**src/rtl/pc_sequencer_if.sv**
```systemverilog
// ---------------------------------------------------------------------------
// pc_sequencer_if
//   Instruction-memory request channel between the fetch sequencer and the
//   instruction memory.
//
//   Handshake: imemReq is held high with imemAddr stable until the cycle in
//   which imemAck is seen high. That cycle completes the request. imemAck
//   sampled while imemReq is low has no effect.
//
//   Signals:
//     imemReq   request from the sequencer
//     imemAddr  request address (32 bits)
//     imemAck   memory accepted/returned the request this cycle
//   Modports:
//     master  sequencer side (drives req/addr, samples ack)
//     slave   memory side (samples req/addr, drives ack)
// ---------------------------------------------------------------------------
interface pc_sequencer_if;
   logic        imemReq;
   logic [31:0] imemAddr;
   logic        imemAck;

   modport master (output imemReq, output imemAddr, input imemAck);
   modport slave  (input imemReq, input imemAddr, output imemAck);
endinterface

```
**src/rtl/pc_sequencer.sv**
```systemverilog
// ---------------------------------------------------------------------------
// pc_sequencer
//   Fetch controller in front of the program_counter register. Each cycle it
//   picks the PC's next value (hold, +4, branch target, trap vector or reset
//   vector), runs the instruction-memory req/ack handshake and squashes
//   fetches that complete while a redirect is active.
//
//   Build option: define PC_ALIGN_CHECK_EN to turn taken branches with a
//   misaligned target into traps and to report them on misalign. Without it,
//   the low two target bits are dropped and misalign is constant 0.
//
//   Parameters:
//     RESET_VECTOR    PC value loaded after reset release
//     TRAP_VECTOR     redirect address for traps
//   Ports:
//     clk             system clock, rising edge
//     rst             asynchronous active-low reset
//     currentAddress  present program_counter value
//     nextAddress     value the program_counter loads on the next edge
//     imem            instruction-memory channel (master side)
//     stall           downstream cannot accept a new fetch
//     branchTaken     taken-branch pulse, branchTarget valid with it
//     branchTarget    branch target address
//     trap            trap pulse
//     fetchValid      registered pulse: fetch at fetchAddress completed on path
//     fetchAddress    address of the completed fetch
//     misalign        registered pulse: misaligned branch converted to a trap
//     dbg_state       current FSM state (0 BOOT, 1 REQ, 2 STALL)
// ---------------------------------------------------------------------------
module pc_sequencer #(
   parameter logic [31:0] RESET_VECTOR = 32'h0000_0000,
   parameter logic [31:0] TRAP_VECTOR  = 32'h0000_0080
) (
   input  logic                  clk,
   input  logic                  rst,
   input  logic [31:0]           currentAddress,
   output logic [31:0]           nextAddress,
   pc_sequencer_if.master        imem,
   input  logic                  stall,
   input  logic                  branchTaken,
   input  logic [31:0]           branchTarget,
   input  logic                  trap,
   output logic                  fetchValid,
   output logic [31:0]           fetchAddress,
   output logic                  misalign,
   output logic [1:0]            dbg_state
);

   typedef enum logic [1:0] {
      BOOT  = 2'd0,
      REQ   = 2'd1,
      STALL = 2'd2
   } state_t;

   state_t      state, state_next;

   // Redirect that arrived while a request was still waiting for its ack.
   // pend_trap marks that the held target is the trap vector, which a later
   // branch must not overwrite.
   logic        pend_valid, pend_valid_next;
   logic        pend_trap, pend_trap_next;
   logic [31:0] pend_target, pend_target_next;

   logic        bad_branch;
   logic [31:0] br_target;
   logic        trap_eff, branch_eff, redirect;
   logic [31:0] rt;
   logic        req;
   logic        fetch_done;

`ifdef PC_ALIGN_CHECK_EN
   assign bad_branch = branchTaken && (branchTarget[1:0] != 2'b00);
   assign br_target  = branchTarget;
`else
   assign bad_branch = 1'b0;
   assign br_target  = branchTarget & 32'hFFFF_FFFC;
`endif

   // A misaligned branch behaves exactly like a trap, including priority.
   assign trap_eff   = trap | bad_branch;
   assign branch_eff = branchTaken & ~bad_branch;
   assign redirect   = trap_eff | branch_eff | pend_valid;

   always_comb begin
      rt = pend_target;
      if (trap_eff) begin
         rt = TRAP_VECTOR;
      end else if (branch_eff) begin
         rt = br_target;
      end
   end

   always_comb begin
      state_next       = state;
      nextAddress      = currentAddress;
      req              = 1'b0;
      fetch_done       = 1'b0;
      pend_valid_next  = pend_valid;
      pend_trap_next   = pend_trap;
      pend_target_next = pend_target;
      case (state)
         BOOT: begin
            nextAddress = RESET_VECTOR;
            state_next  = REQ;
         end
         REQ: begin
            req = 1'b1;
            if (imem.imemAck) begin
               if (redirect) begin
                  // Fetch completed on the wrong path: drop it and redirect.
                  nextAddress      = rt;
                  pend_valid_next  = 1'b0;
                  pend_trap_next   = 1'b0;
                  pend_target_next = '0;
               end else begin
                  nextAddress = currentAddress + 32'd4;
                  fetch_done  = 1'b1;
               end
               state_next = stall ? STALL : REQ;
            end else begin
               // PC must hold while the request is outstanding, so redirects
               // are parked until the ack arrives.
               if (trap_eff) begin
                  pend_valid_next  = 1'b1;
                  pend_trap_next   = 1'b1;
                  pend_target_next = TRAP_VECTOR;
               end else if (branch_eff && !pend_trap) begin
                  pend_valid_next  = 1'b1;
                  pend_target_next = br_target;
               end
            end
         end
         STALL: begin
            if (redirect) begin
               nextAddress      = rt;
               pend_valid_next  = 1'b0;
               pend_trap_next   = 1'b0;
               pend_target_next = '0;
            end
            if (!stall) begin
               state_next = REQ;
            end
         end
         default: begin
            nextAddress = RESET_VECTOR;
            state_next  = BOOT;
         end
      endcase
   end

   always_ff @(posedge clk or negedge rst) begin
      if (!rst) begin
         state        <= BOOT;
         pend_valid   <= 1'b0;
         pend_trap    <= 1'b0;
         pend_target  <= '0;
         fetchValid   <= 1'b0;
         fetchAddress <= '0;
      end else begin
         state        <= state_next;
         pend_valid   <= pend_valid_next;
         pend_trap    <= pend_trap_next;
         pend_target  <= pend_target_next;
         fetchValid   <= fetch_done;
         if (fetch_done) begin
            fetchAddress <= currentAddress;
         end
      end
   end

`ifdef PC_ALIGN_CHECK_EN
   always_ff @(posedge clk or negedge rst) begin
      if (!rst) begin
         misalign <= 1'b0;
      end else begin
         misalign <= bad_branch && (state != BOOT);
      end
   end
`else
   assign misalign = 1'b0;
`endif

   assign imem.imemReq  = req;
   assign imem.imemAddr = currentAddress;
   assign dbg_state     = state;

endmodule

```
**src/flat_wrapper.sv**
```systemverilog
// flat-port wrapper written by rule: the top's interface ports become plain ports
module pc_sequencer_flat 
#(
   parameter logic [31:0] RESET_VECTOR = 32'h0000_0000,
   parameter logic [31:0] TRAP_VECTOR  = 32'h0000_0080
)
  (clk, rst, currentAddress, nextAddress, stall, branchTaken, branchTarget, trap, fetchValid, fetchAddress, misalign, dbg_state, imem_imemReq, imem_imemAddr, imem_imemAck);
  pc_sequencer_if imem_i ();
  input  logic clk;
  input  logic rst;
  input  logic [31:0] currentAddress;
  output logic [31:0] nextAddress;
  input  logic stall;
  input  logic branchTaken;
  input  logic [31:0] branchTarget;
  input  logic trap;
  output logic fetchValid;
  output logic [31:0] fetchAddress;
  output logic misalign;
  output logic [1:0] dbg_state;
  output wire logic [$bits(imem_i.imemReq)-1:0] imem_imemReq;
  output wire logic [$bits(imem_i.imemAddr)-1:0] imem_imemAddr;
  input wire logic [$bits(imem_i.imemAck)-1:0] imem_imemAck;
  assign imem_imemReq = imem_i.imemReq;
  assign imem_imemAddr = imem_i.imemAddr;
  assign imem_i.imemAck = imem_imemAck;
  pc_sequencer #(.RESET_VECTOR(RESET_VECTOR), .TRAP_VECTOR(TRAP_VECTOR)) u_core (.clk(clk), .rst(rst), .currentAddress(currentAddress), .nextAddress(nextAddress), .imem(imem_i), .stall(stall), .branchTaken(branchTaken), .branchTarget(branchTarget), .trap(trap), .fetchValid(fetchValid), .fetchAddress(fetchAddress), .misalign(misalign), .dbg_state(dbg_state));
endmodule
```
**config.mk**
```make
export PLATFORM = sky130hd
export DESIGN_NAME = pc_sequencer_flat
export DESIGN_NICKNAME = d
export VERILOG_FILES = /design/src/rtl/pc_sequencer_if.sv /design/src/rtl/pc_sequencer.sv /design/src/flat_wrapper.sv
export SDC_FILE = /design/constraint.sdc
export NUM_CORES = 1
export LEC_CHECK = 0
export ABC_AREA = 0
export CAP_MARGIN = 5
export CORE_MARGIN = 2
export CORE_UTILIZATION = 25
export CTS_CLUSTER_DIAMETER = 50
export DETAILED_ROUTE_END_ITERATION = 7
export SLEW_MARGIN = 20
export SYNTH_ARGS = -nofsm -noshare
export SYNTH_HDL_FRONTEND = slang
export SYNTH_SLANG_ARGS = --single-unit
export TNS_END_PERCENT = 50
```
**constraint.sdc**
```tcl
create_clock -name clk -period 3.6 [get_ports clk]
set_input_delay 0.72 -clock clk [delete_from_list [all_inputs] [get_ports clk]]
set_output_delay 0.72 -clock clk [all_outputs]
set_load 0.01 [all_outputs]
```
==> out/results.env, run 1 <==
POWER_SWITCHING_SHARE_PCT=37.73
SYNTH-WARNING-COUNT=0
YS_DOMINANT_REG_CELL='sky130_fd_sc_hd__dfrtp_1'
CP.BUFFERS_INVERTERS=3
DP.FINAL_HPWL_UM=13990
CLOCKROOTBUFFER='sky130_fd_sc_hd__clkbuf_16'
SEQUENTIALPOWERSHARE_PCT=28.4
CTS_BUFFERS=9
SKEW_NS=0.006725
CRIT_START='currentAddress[17]'
MAPPEDNETLISTNETS=654
ANTENNA_LEFT=0
POST_ROUTE_CELLS_DRIVE_ABOVE_1_SHARE_PCT=20.13
TIMING.CRITICAL_PATH.CELLS='clkdlybuf4s50_1 -> and3_2 -> nand4_1 -> nor4_4 -> xnor2_1 -> o41ai_2 -> buf_4 -> dlygate4sd2_1'
AREA_OF_THE_MAPPED_NETLIST_MM2=0.004825
POST_SYNTH_INST_COUNT=579
ANT_CELLS=0
DRC=0
CRIT_FANOUT=4
LAYOUT_COMMONEST_CELL='sky130_fd_sc_hd__clkdlybuf4s50_1'
YS_SEQ_ELEMENTS=69
NETLIST.TOP_CELL.BY_AREA='sky130_fd_sc_hd__dfrtp_1'
POST_DETAILED_ROUTING_WIRE_LENGTH_UM=18280
CTSHOLDBUFFERS=0
YOSYSTOPAREACELLSHARE_PCT=35.79
DIEWIDTH_UM=142.9
CRITICAL_PATH.STARTPOINT_TYPE='primary input'
CORE_AREA_MM2=0.01883
POWERDENSITY_mW_PER_MM2=605.2
STATUS='finished, final reports clean'
VIAS=5095
GRT-OVFL-TOTAL=0
TIMING.FINAL.CRIT_SHARE_PCT=98.46
SETUP_VIOL=0
GRT_FIRST_PASS_WIRELENGTH_UM=28370
FINAL_NETS=855
GRT_MAX_DEGREE=70
LEAKAGE_uW=0.003459
POWER.SHARE.CLOCK_PCT=21.1
ANTENNA_FOUND_INITIAL=0
CLK_PIN_SLEW_NS=0.06
DETAIL_ROUTE.VIAS_PER_CELL=4.876
PERIOD_NEEDED_NS=3.545
FIRST_PASS_ITERS=4
LEADING_CELL_TYPES_IN_THE_LAYOUT_FILL_AND_TAPS_EXCLUDED='sky130_fd_sc_hd__clkdlybuf4s50_1 (133), sky130_fd_sc_hd__nand2_1 (124), sky130_fd_sc_hd__buf_4 (97)'
CRIT_PATH_TOP_DELAY_CELL='sky130_fd_sc_hd__clkdlybuf4s50_1'
INITIAL_CORE_UTILIZATION_PCT=25.62
CPLARGESTDELAYFAMILY='buffers and inverters'
VDD_IR_DROP_MAX_mV=0.2142
TOTALNEGATIVESETUPSLACK_NS=0
AREA_GROWTH_SYN_TO_LAYOUT_PCT=56.12
DIE_H_UM=142.9
POST_SYNTH.CELL_AREA_AVG_UM2=8.333
TOTAL_SWITCHING_POWER_uW=1720
CP_DATA_ARRIVAL_TIME_NS=2.82
LAYOUT.CELLS.NON_FILLER=1045
CLOCK.FMAX_GHz=0.2821
CLOCK_TREE.HTREE_LEVEL_COUNT=3
YOSYSSEQAREASHARE_PCT=35.79
GRT_PASS1_VIAS=5016
ROUTEDWLPERCELL_UM=17.49
CPPEAKSTAGEDELAY_NS=0.47
MAX-CLOCK-PATH-BUFFERS=2
GP_ROUTABILITY_CONGESTION=0.8792
COUNT_OF_FLIP_FLOPS_WITH_A_BUILT_IN_ENABLE_AFTER_SYNTHESIS=0
FINAL.FILL_COUNT=1920
DRV_CAP=0
CRIT_PATH_KIND='in -> out'
SYNTHARSTFLOPSHARE_PCT=100.0
CELLINTERNALPOWER_uW=2839
WORST_SKEW_PAIR.LATE_LATENCY_NS=0.34
CELL_AREA_AFTER_PLACEMENT_MM2=0.007073
CTS_SINKS=69
FINAL_CELL_AREA_MM2=0.007532
CRITICAL_PATH_REQUIRED_NS=2.88
TIMING.FINAL.HOLD_VIOLATIONS=0
FIRST_ITER_VIOLATIONS=339
COMBPWRFRAC_PCT=50.5
FLOORPLAN.IO_PINS=171
CRIT-REG2REG-LAUNCH='u_core.dbg_state[1]'
HOLD_PATH_CLASS='reg -> reg'
HOLD_PATH_STARTPOINT='u_core.fetchAddress[22]'
CELL_TYPES_OCCUPYING_THE_MOST_AREA_AFTER_SYNTHESIS='sky130_fd_sc_hd__dfrtp_1 (36%), sky130_fd_sc_hd__nand2_1 (9.7%), sky130_fd_sc_hd__a22o_1 (6.4%), sky130_fd_sc_hd__buf_4 (5.8%), sky130_fd_sc_hd__mux2i_1 (3.3%)'
GRT_SETUP_UNREPAIRED='yes'
TOTAL_DIE_AREA_MM2=0.02043
FINALMAXSLEWVIOLATIONS=0
PLACE_INST=1025
SLEW_OF_THE_PIN_WITH_THE_LOWEST_SLEW_MARGIN_NS=0.9264
COUNT_OF_PORT_BUFFERS_ADDED_DURING_PLACEMENT=167
CTS_TREE='built'
GRT.TOTAL_USAGE_PCT=18.11
SYNTH_CELL_TYPES=64
NUM_ROWS=50
WORST_SETUP_PATH_END_KIND='output pin'
TIMING.MAX_SLEW.REL_SLACK_PCT=38.24
path summary, 6_finish.rpt:
path                                      endpoint  slack [ns]  cells after the start
max reg2reg                  u_core.pend_target[9]        0.84                      8
min reg2reg                u_core.fetchAddress[22]        0.47                      2
min                        u_core.fetchAddress[22]        0.47                      2
max                                nextAddress[29]        0.06                      8
max in group asynchronous      u_core.dbg_state[0]        2.45                      1
min in group asynchronous  u_core.fetchAddress[13]        0.52                      1
Yosys cell counts, types with 5 or more instances:
cell and count:
sky130_fd_sc_hd__nand2_1 125, sky130_fd_sc_hd__dfrtp_1 69, sky130_fd_sc_hd__buf_4 37, sky130_fd_sc_hd__a22o_1 35
sky130_fd_sc_hd__nor2_1 27, sky130_fd_sc_hd__o21ai_0 26, sky130_fd_sc_hd__clkbuf_1 21, sky130_fd_sc_hd__a21oi_1 16
sky130_fd_sc_hd__mux2i_1 16, sky130_fd_sc_hd__and2_1 15, sky130_fd_sc_hd__buf_2 15, sky130_fd_sc_hd__a311oi_1 14
sky130_fd_sc_hd__nor2b_1 11, sky130_fd_sc_hd__a31oi_1 10, sky130_fd_sc_hd__and3_1 10, sky130_fd_sc_hd__nand3_1 9
sky130_fd_sc_hd__nor3_1 8, sky130_fd_sc_hd__inv_1 7, sky130_fd_sc_hd__nand2b_1 7, sky130_fd_sc_hd__nand4_1 7
sky130_fd_sc_hd__a221o_1 6, sky130_fd_sc_hd__mux2_2 6, sky130_fd_sc_hd__a211oi_1 5, sky130_fd_sc_hd__and4_1 5
sky130_fd_sc_hd__ha_1 5
layout make-up:
| class | instances | area (µm²) | area share [%] |
|---|---|---|---|
| Multi-Input combinational cell | 426 | 2714 | 36.03 |
| Tap cell | 260 | 325.3 | 4.319 |
| Clock buffer | 9 | 225.2 | 2.990 |
| Sequential cell | 69 | 1728 | 22.94 |
| Inverter | 8 | 35.03 | 0.4651 |
| Timing Repair Buffer | 266 | 2406 | 31.94 |
| Clock inverter | 7 | 98.84 | 1.312 |
state kept, by name (all words and copies together), names as in the netlist:
name and flops:
u_core.fetchValid 1, u_core.pend_target 32, u_core.dbg_state 2, u_core.fetchAddress 32, u_core.pend_trap 1, u_core.pend_valid 1
power by group through the flow:
| stage | Clock (µW) | Sequential (µW) | Combinational (µW) |
|---|---|---|---|
| after detailed placement | 0 | 1300 | 2310 |
| after floorplan | 0 | 1340 | 1100 |
| after global placement | 0 | 1290 | 2310 |
| after CTS | 998 | 1290 | 2300 |
| after global routing | 1030 | 1340 | 2520 |
| final | 964 | 1290 | 2300 |
cell families after synthesis:
kind of cell | synth area share, %
xor+xnor | 0.1816
buf+inv | 10.11
mux | 4.720
fa+ha+maj | 1.297
flops | 35.79
other cells | 0.07773
compound gates | 23.52
simple gates | 24.30
tightest hold or removal path: cells and delay by family, from the launching register on:
family	cells	cell delay [ns]
flops	1	0.34
simple gates	2	0.10
through the flow:
stage | utilization, % | total power [µW] | worst slack, ns | hold slack [ns]
floorplan | - | 2438 | 0.7032 | 0.4244
global placement | 37.56 | 3600 | -0.4035 | 0.4578
detailed placement | 37.56 | 3612 | -0.4269 | 0.4613
CTS | 39.56 | 4584 | -0.1025 | 0.4761
global route | 40.00 | 4889 | -0.07691 | 0.4921
finish | 40.00 | 4559 | 0.05547 | 0.4698
metal layers:
layer | routed length [µm] | vias up | global-route usage (%)
met5 | 0 | - | 0
met3 | 997 | 24 | 2.817
met4 | 510 | 0 | 8.286
met2 | 8257 | 180 | 27.25
li1 | - | 2472 | -
met1 | 8514 | 2419 | 25.45
timing repair:
item | 4_1_cts | 5_1_grt
pin swaps | 4 | 5
buffers inserted | 1 | 3
hold endpoints to repair | 0 | 0
setup endpoints to repair | 30 | 19
gates resized for setup | 45 | 23
No activity file was read; power rests on OpenSTA's default activity.
==> run 2: changes to the inputs <==
--- a/config.mk
+++ b/config.mk
@@ -11,6 +11,8 @@
 export CORE_UTILIZATION = 25
 export CTS_CLUSTER_DIAMETER = 50
 export DETAILED_ROUTE_END_ITERATION = 7
+export GPL_TIMING_DRIVEN = 0
+export MAX_ROUTING_LAYER = met4
 export SLEW_MARGIN = 20
 export SYNTH_ARGS = -nofsm -noshare
 export SYNTH_HDL_FRONTEND = slang
==> run 2 against run 1 <==
  * Non-clock buffer count down 23
  * Cell count down 2.2%
  * Sequential share of layout area up 0.78 points
  * Largest cell class unchanged
==> out/results.env, run 2 (synthesis results as in run 1) <==
STATUS='finished, final reports clean'  # unchanged
GRT_PASS1_VIAS=4883  # was 5,016
DIEWIDTH_UM=142.9  # unchanged
TOTALNEGATIVESETUPSLACK_NS=0  # unchanged
CLOCKROOTBUFFER='sky130_fd_sc_hd__clkbuf_16'  # unchanged
DIE_H_UM=142.9  # unchanged
CRIT_FANOUT=9  # was 4
GRT.TOTAL_USAGE_PCT=18.76  # was 18.11%
CTS_SINKS=69  # unchanged
INITIAL_CORE_UTILIZATION_PCT=25.62  # unchanged
SETUP_VIOL=0  # unchanged
VIAS=5016  # was 5,095
FINAL_CELL_AREA_MM2=0.007283  # was 0.007532 mm²
DP.FINAL_HPWL_UM=14350  # was 13,990 µm
CPPEAKSTAGEDELAY_NS=0.57  # was 0.47 ns
ROUTEDWLPERCELL_UM=18.21  # was 17.49 µm
FINALMAXSLEWVIOLATIONS=0  # unchanged
GRT_MAX_DEGREE=38  # was 70
POST_DETAILED_ROUTING_WIRE_LENGTH_UM=18610  # was 18,280 µm
FLOORPLAN.IO_PINS=171  # unchanged
WORST_SKEW_PAIR.LATE_LATENCY_NS=0.35  # was 0.34 ns
CP_DATA_ARRIVAL_TIME_NS=2.80  # was 2.82 ns
PERIOD_NEEDED_NS=3.525  # was 3.545 ns
COUNT_OF_PORT_BUFFERS_ADDED_DURING_PLACEMENT=163  # was 167
TOTAL_DIE_AREA_MM2=0.02043  # unchanged
VDD_IR_DROP_MAX_mV=0.2713  # was 0.2142 mV
MAX-CLOCK-PATH-BUFFERS=2  # unchanged
LEADING_CELL_TYPES_IN_THE_LAYOUT_FILL_AND_TAPS_EXCLUDED='sky130_fd_sc_hd__nand2_1 (124), sky130_fd_sc_hd__clkdlybuf4s50_1 (121), sky130_fd_sc_hd__dfrtp_1 (68)'  # was sky130_fd_sc_hd__clkdlybuf4s50_1 (133), sky130_fd_sc_hd__nand2_1 (124), sky130_fd_sc_hd__buf_4 (97)
POST-ROUTE-WORST-SETUP-SLACK_NS=0.07510  # was 0.05547 ns
DETAILEDPLACE.WORSTSLACK_NS=-0.6487  # was -0.4269 ns
CRIT_PATH_TOP_DELAY_CELL='sky130_fd_sc_hd__clkdlybuf4s50_1'  # unchanged
FINAL_NETS=832  # was 855
CLK_PIN_SLEW_NS=0.06  # about the same
GRT_FIRST_PASS_WIRELENGTH_UM=28350  # was 28,370 µm
CTSHOLDBUFFERS=0  # unchanged
POWERDENSITY_mW_PER_MM2=622.6  # was 605.2 mW/mm²
FIRST_ITER_VIOLATIONS=355  # was 339
FINAL.FILL_COUNT=1904  # was 1,920
CTS_BUFFERS=9  # unchanged
CLOCK_TREE.HTREE_LEVEL_COUNT=3  # unchanged
CRITICAL_PATH_REQUIRED_NS=2.88  # about the same
TIMING.FINAL.HOLD_VIOLATIONS=0  # unchanged
POST_ROUTE_CELLS_DRIVE_ABOVE_1_SHARE_PCT=18.90  # was 20.13%
LAYOUT_COMMONEST_CELL='sky130_fd_sc_hd__nand2_1'  # was sky130_fd_sc_hd__clkdlybuf4s50_1
GP_ROUTABILITY_CONGESTION=0.9324  # was 0.8792
ANT_CELLS=0  # unchanged
HOLD_PATH_CLASS='in -> async'  # was reg -> reg
CP.BUFFERS_INVERTERS=3  # unchanged
ANTENNA_LEFT=0  # unchanged
WORST_SETUP_PATH_END_KIND='output pin'  # unchanged
CORE_AREA_MM2=0.01883  # unchanged
CPLARGESTDELAYFAMILY='buffers and inverters'  # unchanged
LEAKAGE_uW=0.003237  # was 0.003459 µW
CELL_AREA_AFTER_PLACEMENT_MM2=0.006799  # was 0.007073 mm²
AREA_GROWTH_SYN_TO_LAYOUT_PCT=50.96  # was 56.12%
SKEW_NS=0.01042  # was 0.006725 ns
CTS_TREE='built'  # unchanged
TIMING.MAX_SLEW.REL_SLACK_PCT=46.41  # was 38.24%
GRT-OVFL-TOTAL=0  # unchanged
CLOCK.FMAX_GHz=0.2837  # was 0.2821 GHz
CRIT_PATH_KIND='in -> out'  # unchanged
NUM_ROWS=50  # unchanged
DRV_CAP=0  # unchanged
GRT_SETUP_UNREPAIRED='yes'  # unchanged
FIRST_PASS_ITERS=5  # was 4
TIMING.FINAL.CRIT_SHARE_PCT=97.91  # was 98.46%
ANTENNA_FOUND_INITIAL=0  # unchanged
DRC=0  # unchanged
CRITICAL_PATH.STARTPOINT_TYPE='primary input'  # unchanged
SLEW_OF_THE_PIN_WITH_THE_LOWEST_SLEW_MARGIN_NS=0.7977  # was 0.9264 ns
TIMING.CRITICAL_PATH.CELLS='dlygate4sd2_1 -> and4_1 -> buf_4 -> nand4_1 -> nor3_1 -> a211oi_1 -> nor3_2 -> clkdlybuf4s50_1'  # was clkdlybuf4s50_1 -> and3_2 -> nand4_1 -> nor4_4 -> xnor2_1 -> o41ai_2 -> buf_4 -> dlygate4sd2_1
DETAIL_ROUTE.VIAS_PER_CELL=4.908  # was 4.876
## run 2: layout make-up
class	count	area (µm²)	share of cell area, %
Timing Repair Buffer	170	1663	22.83
Tap cell	260	325.3	4.467
Multi-Input combinational cell	426	2746	37.71
Clock inverter	7	76.32	1.048
Inverter	8	30.03	0.4123
Buffer	73	489.2	6.717
Sequential cell	69	1728	23.72
Clock buffer	9	225.2	3.092
## run 2: routing by layer
metal,routed length (µm),part of all wire [%],GRT usage [%]
met1,8617,46,25.02
met2,8657,47,28.73
met3,936,5.0,3.421
met4,397,2.1,6.253
met5,0,0,-
## run 2: through the flow
step | power, µW | instances | hold WS, ns | util (%)
2_1_floorplan | 2438 | 579 | 0.4244 | -
3_3_place_gp | 3542 | 1002 | 0.4572 | 36.01
3_5_place_dp | 3565 | 1003 | 0.4624 | 36.11
4_1_cts | 4527 | 1021 | 0.3315 | 38.41
5_1_grt | 4823 | 1022 | 0.3519 | 38.68
6_report | 4535 | 1022 | 0.3206 | 38.68
## run 2: final timing paths
path                                        startpoint                       to  slack, ns  depth (start not counted)
worst max-delay path                currentAddress[15]          nextAddress[30]       0.08                          8
worst min-delay path                               rst   u_core.pend_target[11]       0.32                          1
worst max register to register     u_core.dbg_state[1]   u_core.pend_target[20]       1.33                         10
worst min register to register  u_core.fetchAddress[5]   u_core.fetchAddress[5]       0.47                          2
max in group asynchronous                          rst  u_core.fetchAddress[29]       2.70                          2
min in group clk                u_core.fetchAddress[5]   u_core.fetchAddress[5]       0.47                          2
## run 2: repair_timing
action / 4_1_cts / 5_1_grt
pin swaps: 7 / 3
resized for setup: 91 / 40
setup endpoints to repair: 32 / 23
setup buffers: 5 / 1
cloned: 0 / 0
## run 2: where the power goes
part           total [µW]  internal, µW  leakage [µW]  switching (µW)
Sequential           1280          1100      0.000899             185
Clock                 905           537      0.000130             368
Combinational        2350          1090       0.00221            1250
Total                4530          2730       0.00324            1810
